==> src/rtl/des_round_ctrl.sv <==
// des_round_ctrl: sequencing controller for the DES datapath.
// Walks one request through IP -> ROUNDS Feistel rounds -> final permutation,
// driving round index and key-shift schedule, all outputs registered.
// Optional feature macro: DES_FP_TIMEOUT_EN (bounded wait on fp_ready, err on expiry).
module des_round_ctrl #(
    parameter int unsigned ROUNDS     = 16,
    parameter int unsigned FP_TIMEOUT = 8
) (
    input  logic       clk,
    input  logic       rst_n,
    input  logic       start,
    input  logic       decrypt,
    input  logic       fp_ready,
    output logic       busy,
    output logic       done,
    output logic       err,
    output logic       load_block,
    output logic       ip_start,
    output logic       round_en,
    output logic [3:0] round_idx,
    output logic [1:0] key_shift,
    output logic       key_dir,
    output logic       last_round,
    output logic       fp_start
);

    localparam logic [2:0] S_IDLE  = 3'd0;
    localparam logic [2:0] S_IP    = 3'd1;
    localparam logic [2:0] S_ROUND = 3'd2;
    localparam logic [2:0] S_FP    = 3'd3;
    localparam logic [2:0] S_DONE  = 3'd4;

    localparam logic [3:0] LAST_IDX = 4'(ROUNDS - 1);

    // Reject out-of-range configurations at elaboration time
    if (ROUNDS < 1 || ROUNDS > 16 || FP_TIMEOUT < 1) begin : g_bad_cfg
        $error("des_round_ctrl: ROUNDS must be 1..16 and FP_TIMEOUT >= 1");
    end

    logic [2:0] state_q, state_d;
    logic [3:0] round_q, round_d;
    logic       mode_q, mode_d;

    logic       busy_q, done_q, load_q, ip_start_q, round_en_q;
    logic [1:0] key_shift_q, key_shift_d;
    logic       key_dir_q, last_round_q, fp_start_q;

`ifdef DES_FP_TIMEOUT_EN
    localparam int unsigned FPW = (FP_TIMEOUT > 1) ? $clog2(FP_TIMEOUT) : 1;
    localparam logic [FPW-1:0] FP_LAST = FPW'(FP_TIMEOUT - 1);
    logic [FPW-1:0] fp_cnt_q, fp_cnt_d;
    logic           timeout_d, err_q;
`endif

    // Key rotate amount: decrypt skips the rotate before round 0
    function automatic logic [1:0] shift_sched(input logic [3:0] idx, input logic dec);
        if (dec && idx == 4'd0)
            return 2'd0;
        else if (idx == 4'd0 || idx == 4'd1 || idx == 4'd8 || idx == 4'd15)
            return 2'd1;
        else
            return 2'd2;
    endfunction

    // Next-state logic for the sequencer, round counter and mode register
    always_comb begin
        state_d = state_q;
        round_d = round_q;
        mode_d  = mode_q;
`ifdef DES_FP_TIMEOUT_EN
        fp_cnt_d  = fp_cnt_q;
        timeout_d = 1'b0;
`endif
        case (state_q)
            S_IDLE: begin
                if (start) begin
                    state_d = S_IP;
                    mode_d  = decrypt;
                end
            end
            S_IP: begin
                state_d = S_ROUND;
                round_d = '0;
            end
            S_ROUND: begin
                if (round_q == LAST_IDX) begin
                    state_d = S_FP;
                    round_d = '0;
                end else begin
                    round_d = round_q + 4'd1;
                end
            end
            S_FP: begin
                if (fp_ready) begin
                    state_d = S_DONE;
`ifdef DES_FP_TIMEOUT_EN
                    fp_cnt_d = '0;
                end else if (fp_cnt_q == FP_LAST) begin
                    state_d   = S_DONE;
                    timeout_d = 1'b1;
                    fp_cnt_d  = '0;
                end else begin
                    fp_cnt_d = fp_cnt_q + 1'b1;
`endif
                end
            end
            S_DONE: state_d = S_IDLE;
            default: state_d = S_IDLE;
        endcase
        key_shift_d = (state_d == S_ROUND) ? shift_sched(round_d, mode_d) : 2'd0;
    end

    // State and registered outputs, derived from the next state so they line up with it
    always_ff @(posedge clk or negedge rst_n) begin
        if (!rst_n) begin
            state_q      <= S_IDLE;
            round_q      <= '0;
            mode_q       <= 1'b0;
            busy_q       <= 1'b0;
            done_q       <= 1'b0;
            load_q       <= 1'b0;
            ip_start_q   <= 1'b0;
            round_en_q   <= 1'b0;
            key_shift_q  <= '0;
            key_dir_q    <= 1'b0;
            last_round_q <= 1'b0;
            fp_start_q   <= 1'b0;
        end else begin
            state_q      <= state_d;
            round_q      <= round_d;
            mode_q       <= mode_d;
            busy_q       <= (state_d != S_IDLE);
            done_q       <= (state_d == S_DONE);
            load_q       <= (state_d == S_IP);
            ip_start_q   <= (state_d == S_IP);
            round_en_q   <= (state_d == S_ROUND);
            key_shift_q  <= key_shift_d;
            key_dir_q    <= (state_d == S_ROUND) && mode_d;
            last_round_q <= (state_d == S_ROUND) && (round_d == LAST_IDX);
            fp_start_q   <= (state_d == S_FP);
        end
    end

`ifdef DES_FP_TIMEOUT_EN
    // FP dwell counter and timeout flag
    always_ff @(posedge clk or negedge rst_n) begin
        if (!rst_n) begin
            fp_cnt_q <= '0;
            err_q    <= 1'b0;
        end else begin
            fp_cnt_q <= fp_cnt_d;
            err_q    <= timeout_d;
        end
    end
    assign err = err_q;
`else
    assign err = 1'b0;
`endif

    assign busy       = busy_q;
    assign done       = done_q;
    assign load_block = load_q;
    assign ip_start   = ip_start_q;
    assign round_en   = round_en_q;
    assign round_idx  = round_q;
    assign key_shift  = key_shift_q;
    assign key_dir    = key_dir_q;
    assign last_round = last_round_q;
    assign fp_start   = fp_start_q;

endmodule

==> config.mk <==
export PLATFORM = sky130hd
export DESIGN_NAME = des_round_ctrl
export DESIGN_NICKNAME = d
export VERILOG_FILES = /design/src/rtl/des_round_ctrl.sv
export SDC_FILE = /design/constraint.sdc
export NUM_CORES = 1
export LEC_CHECK = 0
export ABC_CLOCK_PERIOD_IN_PS = 4200
export CAP_MARGIN = 25
export CORE_UTILIZATION = 25
export DETAILED_ROUTE_END_ITERATION = 6
export PLACE_DENSITY = 0.47
export SLEW_MARGIN = 10
export SYNTH_ARGS = -nofsm -noshare
export SYNTH_HDL_FRONTEND = slang
export SYNTH_SLANG_ARGS = --single-unit
==> constraint.sdc <==
create_clock -name clk -period 4.2 [get_ports clk]
set_input_delay 0.42 -clock clk [delete_from_list [all_inputs] [get_ports clk]]
set_output_delay 0.42 -clock clk [all_outputs]
set_load 0.005 [all_outputs]
==> results of run 1 <==
-- cell type report --
| class | count | area, sq um |
|---|---|---|
| inverter | 6 | 22.52 |
| sequential | 17 | 425.4 |
| fill | 334 | 2069 |
| clock buffer | 4 | 26.28 |
| timing repair buffer | 18 | 180.2 |
| multi-input combinational | 48 | 349.1 |
| tap | 44 | 55.05 |
-- sequential cells by signal (all words and copies together), names as in the netlist --
name,flops
round_idx,4
state_q,3
key_shift,2
busy,1
done,1
fp_start,1
ip_start,1
key_dir,1
last_round,1
mode_q,1
round_en,1
-- logic make-up after synthesis --
family | synth area share [%]
DFF | 50.67
muxes | 2.533
and+or+nand+nor | 22.80
adders and majority gates | 1.490
AOI/OAI and AO/OA | 14.31
other | 0.4467
buffers and inverters | 7.748
-- how the worst max path moves through the flow --
stage | to | depth (start not counted)
after global routing | key_shift[0] | 6
after detailed placement | key_shift[0] | 5
final | key_shift[1] | 5
after global placement | key_shift[0] | 5
after floorplan | key_shift[0] | 6
after CTS | key_shift[1] | 5
-- power by group --
part	internal, mW	leakage [nW]	switching [mW]
registers	0.223	0.217	0.0797
clock network	0.0369	0.0150	0.0493
logic	0.193	0.223	0.166
total	0.453	0.455	0.295
-- critical path, stage by stage, from the launching register on --
cell       delay (ns)
dfrtp_1          0.59
nand4bb_1        0.32
or3_4            0.41
a22oi_4          0.21
nand3_1          0.09
nor3b_2          0.17
-- through the flow --
step / power [mW] / utilization [%]
finish: 0.7482 / 33.84
global route: 0.8229 / 33.84
CTS: 0.7604 / 33.84
detailed placement: 0.6704 / 33.00
global placement: 0.6680 / 33.00
floorplan: 0.5432 / -
-- Yosys cell counts, types with 2 or more instances --
| master | count |
|---|---|
| dfrtp_1 | 17 |
| nor2_1 | 7 |
| inv_1 | 6 |
| nand2_1 | 4 |
| nor3_1 | 4 |
| a21oi_1 | 3 |
| buf_4 | 2 |
| buf_6 | 2 |
| nand3_1 | 2 |
| nor4b_1 | 2 |
| o21ai_2 | 2 |
-- per-layer routing --
metal | global-route usage, % | wire length [um] | up-vias
li1 | - | - | 298
met3 | 3.030 | 92 | 2
met1 | 14.86 | 764 | 292
met5 | 0 | 0 | -
met2 | 16.98 | 824 | 17
met4 | 4.983 | 4 | 0
==> summary.txt, run 1 <==
clk slew on worst S/H paths: 0.09 ns
syn nets: 82
Max Transition Viols Final: 0
ys async rst share: 100.0%
hold-fix buffers at CTS: 0
CTS tree: done
die area: 3594 sq um
Placeable Area: 3128 sq um
Initial Util: 26.84%
DRC: 0
first-pass GRT wire length: 2953 um
Worst setup startpoint: state_q[0]
CP startpoint kind: flip-flop
Die Height: 59.95 um
Seq cells post-synth: 17
area share of the largest cell type after synthesis: 50.67%
PwrDens: 706.8 nW/um^2
fin worst setup slack: 2.295 ns
Final setup viols: 0
sequential-to-total area share from yosys stat: 50.67%
Post-Syn Area per Cell: 11.05 sq um
cell depth of the worst flop-to-flop path: 5
Yosys warning count: 0
final hold violation count: 0
cell taking the most area after synthesis: dfrtp_1
Hold Crit Endpoint: mode_q
CTS Buf Count: 3
Synth Cell Area: 839.6 sq um
vias: 609
hold path depth: 2
Slew @ Worst Pin: 0.7861 ns
vias in the first global route: 631
clock buffer depth: 2
setup bufs post-CTS: 0
io pins: 20
crit path DAT: 2.08 ns
Root Buffer: clkbuf_4
commonest non-fill, non-tap cell in the layout: clkdlybuf4s50_1
hold path startpoint: mode_q
Placement Cell Area: 1032 sq um
skew final: 0.001599 ns
Total Wirelength: 1685 um
Initial DRC Count: 10
dpl ws: 2.247 ns
Max Cap Viol: 0
PortBufs: 18
Crit path required time: 4.37 ns
pin count of the biggest net entering global routing: 18
fin crit share: 45.35%
RSZ-0062 raised after global routing: no
CP max FO: 15
# nets final: 100
setup tns final: 0 ns
Final Critical Period: 1.905 ns
Overflow after GRT: 0
Peak VDD IR: 187.9 uV
Worst-Skew Late Latency: 0.28 ns
Reg2Reg Setup Slack: 2.30 ns
Placer Congestion: 0.6929
P&R area growth vs syn: 26.08%
WL/cell: 12.30 um
share of cells above drive strength 1: 15.05%
status: complete, no violations
relative max-transition margin: 47.43%
ANT cells: 0
DP Cell Count: 133
worst reg2reg path startpoint: state_q[0]
Lkg Pwr: 0.4546 nW
crit path kind: reg2reg
Detail Route Antenna Nets: 0
Synth Instances: 76
Yosys cell types: 36
vias per cell: 4.445
final cell count without fillers: 137
commonest cells after routing, fill and taps aside: 18 x clkdlybuf4s50_1, 17 x dfrtp_1, 7 x nor2_1
top post-synthesis cells by area: dfrtp_1 51%, nor2_1 3.1%, buf_6 2.7%
clock sinks: 17
worst hold-check path type: reg2reg
number of synthesized flops with an enable pin: 0
Top FF cell, synth: dfrtp_1
Die Wd: 59.95 um
fin area: 1059 sq um
dpl hpwl: 1225 um
initial antenna violation count: 0
crit end category: flip-flop
TritonRoute pass-1 iters: 4
row count: 20
f_max: 0.5250 GHz
GRT Util Overall: 11.21%
WHS: 0.5111 ns
Crit Reg-Reg Endpoint: key_shift[1]
CTS HTree Levels: 1
CTS resizes: 0
Power figures use the tool's default switching activity.
==> inputs of run 2 (changes only) <==
--- a/config.mk
+++ b/config.mk
@@ -5,11 +5,11 @@
 export SDC_FILE = /design/constraint.sdc
 export NUM_CORES = 1
 export LEC_CHECK = 0
-export ABC_CLOCK_PERIOD_IN_PS = 4200
+export ABC_CLOCK_PERIOD_IN_PS = 1740
 export CAP_MARGIN = 25
 export CORE_UTILIZATION = 25
 export DETAILED_ROUTE_END_ITERATION = 6
-export PLACE_DENSITY = 0.47
+export PLACE_DENSITY = 0.49
 export SLEW_MARGIN = 10
 export SYNTH_ARGS = -nofsm -noshare
 export SYNTH_HDL_FRONTEND = slang
==> constraint.sdc (replaced) <==
create_clock -name clk -period 1.74 [get_ports clk]
set_input_delay 0.174 -clock clk [delete_from_list [all_inputs] [get_ports clk]]
set_output_delay 0.174 -clock clk [all_outputs]
set_load 0.005 [all_outputs]
==> summary.txt, run 2 (synthesized netlist as in run 1, its figures left out) <==
Final setup viols: 0 (unchanged)
vias in the first global route: 646 (+2.4%)
crit path DAT: 1.89 ns (-0.19 ns)
met2 WL post-DR: 810 um (-1.7%)
Detail Route Antenna Nets: 0 (unchanged)
CTS tree: done
die area: 3594 sq um (unchanged)
DP Cell Count: 150 (+13%)
final hold violation count: 0 (unchanged)
Worst-Skew Late Latency: 0.28 ns (about the same)
dpl ws: 0.03932 ns (-2.208 ns)
Overflow after GRT: 0 (unchanged)
f_max: 0.5916 GHz (+13%)
fin worst setup slack: 0.04962 ns (-2.246 ns)
power share of the sequential group: 28.7% (-12 points)
Die Wd: 59.95 um (unchanged)
top sig layer: met4
share of cells above drive strength 1: 39.13% (+24 points)
TritonRoute pass-1 iters: 4 (unchanged)
Crit path required time: 1.94 ns (-2.43 ns)
clk slew on worst S/H paths: 0.10 ns (about the same)
Peak VDD IR: 991.7 uV (+430%)
Clock Power Share: 9.1% (-2.4 points)
WL met3: 102 um (+11%)
Placer Congestion: 0.7483 (+8.0%)
P&R area growth vs syn: 53.35%
clock buffer depth: 2 (unchanged)
CP startpoint kind: flip-flop
Worst setup startpoint: round_idx[0]
vias per cell: 4.296 (-3.4%)
final cell count without fillers: 159 (+16%)
Final Critical Period: 1.690 ns (-0.2145 ns)
worst hold-check path type: in2async
commonest non-fill, non-tap cell in the layout: buf_4
max reg flops: 4 (unchanged)
crit path kind: reg2reg
WL/cell: 12.30 um (about the same)
skew final: 0.005168 ns (+0.003569 ns)
Psw: 0.8511 mW (+190%)
Total Wirelength: 1956 um (+16%)
io pins: 20 (unchanged)
cell depth of the worst flop-to-flop path: 6 (+1)
M1 WL: 1026 um (+34%)
Tot Pwr: 2.291 mW (+210%)
Max Transition Viols Final: 0 (unchanged)
crit path cell chain: ha_1, nor4b_1, a21oi_1, o21ai_2, or3_1, o31ai_2
# nets final: 122 (+22%)
Initial Util: 26.84% (unchanged)
crit end category: flip-flop
setup tns final: 0 ns (unchanged)
CP max FO: 4 (-11)
PortBufs: 18 (unchanged)
ANT cells: 0 (unchanged)
first-pass GRT wire length: 3001 um (+1.6%)
worst reg2reg path startpoint: round_idx[0]
switching share of total power: 37.15% (-2.3 points)
CTS Buf Count: 3 (unchanged)
row count: 20 (unchanged)
Comb power frac: 62.2% (+14 points)
Lkg Pwr: 0.5739 nW (+26%)
CTS HTree Levels: 1 (unchanged)
clock sinks: 17 (unchanged)
PwrDens: 1780 nW/um^2 (+150%)
critical path's slowest cell: dfrtp_1
dpl hpwl: 1355 um (+11%)
Layout fillers: 312 (-6.6%)
status: complete, no violations
Critical Path Max Stage Delay: 0.39 ns (-0.20 ns)
commonest cells after routing, fill and taps aside: 21 x buf_4, 18 x clkdlybuf4s50_1, 14 x dfrtp_1
Die Height: 59.95 um (unchanged)
Crit Reg-Reg Endpoint: key_shift[0]
Reg2Reg Setup Slack: 0.05 ns (-2.25 ns)
RSZ-0062 raised after global routing: no
DRC: 0 (unchanged)
fin crit share: 97.15% (+52 points)
GRT Util Overall: 11.52% (+0.31 points)
Root Buffer: clkbuf_4
Max Cap Viol: 0 (unchanged)
vias: 683 (+12%)
Worst Setup EP: key_shift[0]
pin count of the biggest net entering global routing: 18 (unchanged)
initial antenna violation count: 0 (unchanged)
Initial DRC Count: 10 (unchanged)
internal power: 1.440 mW (+220%)
Placeable Area: 3128 sq um (unchanged)
==> run 2: routing by layer <==
layer  GRT usage [%]  up-vias
met5               0        -
met4           1.993        0
met3           4.545        2
met2           15.87       19
met1           16.98      320
li1                -      342
==> run 2: area by class of cell <==
type                            instances  area (sq um)  share of cell area (%)
Sequential cell                        17         429.2                   33.33
Timing Repair Buffer                   40         349.1                   27.11
Multi-Input combinational cell         48         405.4                   31.49
Tap cell                               44         55.05                   4.276
Clock buffer                            4         26.28                   2.041
Inverter                                6         22.52                   1.749
==> run 2: worst min-delay path by stage <==
stage,endpoint,depth (start not counted)
3_3_place_gp,mode_q,2
4_1_cts,done,2
2_1_floorplan,busy,0
6_report,done,2
5_1_grt,done,2
3_5_place_dp,mode_q,2
==> run 2: worst max-delay path: cells and delay by family (launching register included) <==
family | cells | cell delay [ns]
simple gates | 2 | 0.54
compound gates | 3 | 0.41
fa+ha+maj | 1 | 0.26
flops | 1 | 0.39
==> run 2: repair_timing <==
item,CTS,global route
resized for setup,0,11
endpoints found under the setup margin,0,3
hold buffers,0,0
buffers inserted,0,5
==> run 2: stage by stage <==
| stage | hold WS, ns | cell area, sq um | util, % |
|---|---|---|---|
| floorplan | -0.1216 | 839.6 | - |
| global placement | 0.4905 | 1160 | 37.08 |
| detailed placement | 0.5062 | 1160 | 37.08 |
| CTS | 0.1905 | 1186 | 37.92 |
| global route | 0.2019 | 1287 | 41.16 |
| finish | 0.1995 | 1287 | 41.16 |
==> run 2: power by group through the flow <==
| stage | logic (mW) | registers [mW] | clock network (mW) |
|---|---|---|---|
| 2_1_floorplan | 0.653 | 0.658 | 0 |
| 3_3_place_gp | 1.23 | 0.653 | 0 |
| 3_5_place_dp | 1.23 | 0.652 | 0 |
| 4_1_cts | 1.24 | 0.643 | 0.228 |
| 5_1_grt | 1.55 | 0.672 | 0.240 |
| 6_report | 1.43 | 0.657 | 0.209 |
==> inputs of run 3 (changes only) <==
--- a/config.mk
+++ b/config.mk
@@ -7,9 +7,9 @@
 export LEC_CHECK = 0
 export ABC_CLOCK_PERIOD_IN_PS = 1740
 export CAP_MARGIN = 25
-export CORE_UTILIZATION = 25
+export CORE_UTILIZATION = 43
 export DETAILED_ROUTE_END_ITERATION = 6
-export PLACE_DENSITY = 0.49
+export PLACE_DENSITY_LB_ADDON = 0.25
 export SLEW_MARGIN = 10
 export SYNTH_ARGS = -nofsm -noshare
 export SYNTH_HDL_FRONTEND = slang
==> summary.txt, run 3 (synthesized netlist as in run 1, its figures left out) <==
fin area: 1250 sq um (-2.9%)
Detail Route Antenna Nets: 0 (unchanged)
skew final: 0.0009297 ns (-0.004238 ns)
vias in the first global route: 635 (-1.7%)
Worst setup startpoint: state_q[2]
Die Height: 46.19 um (-23%)
crit end category: flip-flop
vias per cell: 5.132 (+19%)
initial antenna violation count: 0 (unchanged)
PortBufs: 18 (unchanged)
clock sinks: 17 (unchanged)
CTS tree: done
Initial Util: 47.09% (+20 points)
CP startpoint kind: flip-flop
Overflow after GRT: 0 (unchanged)
worst reg2reg path startpoint: state_q[2]
Worst-Skew Late Latency: 0.28 ns (about the same)
Final Critical Period: 1.688 ns (-0.002262 ns)
dpl hpwl: 1338 um (-1.3%)
status: complete, no violations
Die Wd: 46.19 um (-23%)
hold-fix buffers at CTS: 0 (unchanged)
Reg2Reg Setup Slack: 0.05 ns (about the same)
Placement Cell Area: 1121 sq um (-3.3%)
ANT cells: 0 (unchanged)
Peak VDD IR: 1080 uV (+9.0%)
CTS HTree Levels: 1 (unchanged)
Crit Reg-Reg Endpoint: key_shift[1]
cell depth of the worst flop-to-flop path: 6 (unchanged)
Max Transition Viols Final: 0 (unchanged)
crit path DAT: 1.86 ns (-0.03 ns)
max reg flops: 4 (unchanged)
Root Buffer: clkbuf_4
Lkg Pwr: 0.5629 nW (-1.9%)
f_max: 0.5924 GHz (+0.13%)
clock buffer depth: 2 (unchanged)
CP max FO: 6 (+2)
Total Wirelength: 1938 um (-0.92%)
Initial DRC Count: 14 (+4)
Final setup viols: 0 (unchanged)
final hold violation count: 0 (unchanged)
CTS Buf Count: 3 (unchanged)
GRT Util Overall: 19.08% (+7.6 points)
first-pass GRT wire length: 2815 um (-6.2%)
RSZ-0062 raised after global routing: yes
PwrDens: 1843 nW/um^2 (+3.6%)
clk slew on worst S/H paths: 0.09 ns (about the same)
Final Util: 70.11% (+29 points)
DRC: 0 (unchanged)
Max Cap Viol: 0 (unchanged)
commonest non-fill, non-tap cell in the layout: clkdlybuf4s50_1
die area: 2133 sq um (-41%)
TritonRoute pass-1 iters: 4 (unchanged)
WL/cell: 14.25 um (+16%)
Worst Setup EP: key_shift[1]
Placer Congestion: 0.9039 (+21%)
commonest cells after routing, fill and taps aside: 18 x clkdlybuf4s50_1, 16 x buf_4, 15 x dfrtp_1
Crit path required time: 1.91 ns (-0.03 ns)
Placeable Area: 1783 sq um (-43%)
io pins: 20 (unchanged)
share of cells above drive strength 1: 37.84% (-1.3 points)
Layout fillers: 146 (-53%)
vias: 698 (+2.2%)
crit path kind: reg2reg
row count: 15 (-25%)
pin count of the biggest net entering global routing: 18 (unchanged)
fin crit share: 97.02% (-0.13 points)
P&R area growth vs syn: 48.88%
# nets final: 118 (-3.3%)
worst hold-check path type: in2async
## run 3: layout make-up
type / count / area (sq um) / share of cell area, %
inverters: 6 / 22.52 / 1.802
multi-input cells: 48 / 419.2 / 33.53
repair buffers: 36 / 322.8 / 25.83
clock buffers: 4 / 26.28 / 2.102
well taps: 25 / 31.28 / 2.503
flip-flops and latches: 17 / 427.9 / 34.23
## run 3: critical path, cell delays in order (launching register included)
cell and delay, ns:
dfrtp_2 0.47, buf_4 0.17, nor4b_4 0.29, a32oi_2 0.12
a22oi_4 0.25, nand3_1 0.11, nor3b_2 0.16
## run 3: layer usage
layer / global-route usage [%] / share of wire (%) / vias up
met5: 0 / 0 / -
met4: 5.882 / 0 / 0
met3: 6.667 / 5.1 / 0
met2: 30.42 / 52 / 20
met1: 24.14 / 43 / 343
li1: - / - / 335
## run 3: where the power goes
group | switching, mW | total, mW | internal [mW]
combinational | 0.629 | 1.43 | 0.806
sequential | 0.125 | 0.669 | 0.544
clock | 0.111 | 0.200 | 0.0890
## run 3: how the worst min path moves through the flow
stage	startpoint	to	slack (ns)	cells past startpoint
6_report	rst_n	state_q[1]	0.22	2
5_1_grt	rst_n	state_q[1]	0.23	2
4_1_cts	rst_n	round_idx[2]	0.22	2
3_5_place_dp	mode_q	mode_q	0.52	2
3_3_place_gp	rst_n	done	0.52	2
2_1_floorplan	rst_n	busy	-0.12	0
## run 3: timing repair
action,CTS,global route
resized for setup,2,13
setup endpoints to repair,2,3
setup buffers,1,2
pin swaps,1,3
## run 3: stage by stage
| stage | std cells | hold WS (ns) | worst slack, ns | total power, mW | setup TNS [ns] |
|---|---|---|---|---|---|
| 4_1_cts | 134 | 0.2180 | 0.007299 | 2.104 | 0 |
| 2_1_floorplan | 76 | -0.1216 | 0.06319 | 1.311 | 0 |
| 5_1_grt | 136 | 0.2284 | -0.02287 | 2.458 | -0.02287 |
| 6_report | 136 | 0.2150 | 0.05188 | 2.304 | 0 |
| 3_3_place_gp | 129 | 0.5160 | -0.001907 | 1.825 | -0.001907 |
| 3_5_place_dp | 129 | 0.5228 | -0.05965 | 1.862 | -0.05965 |
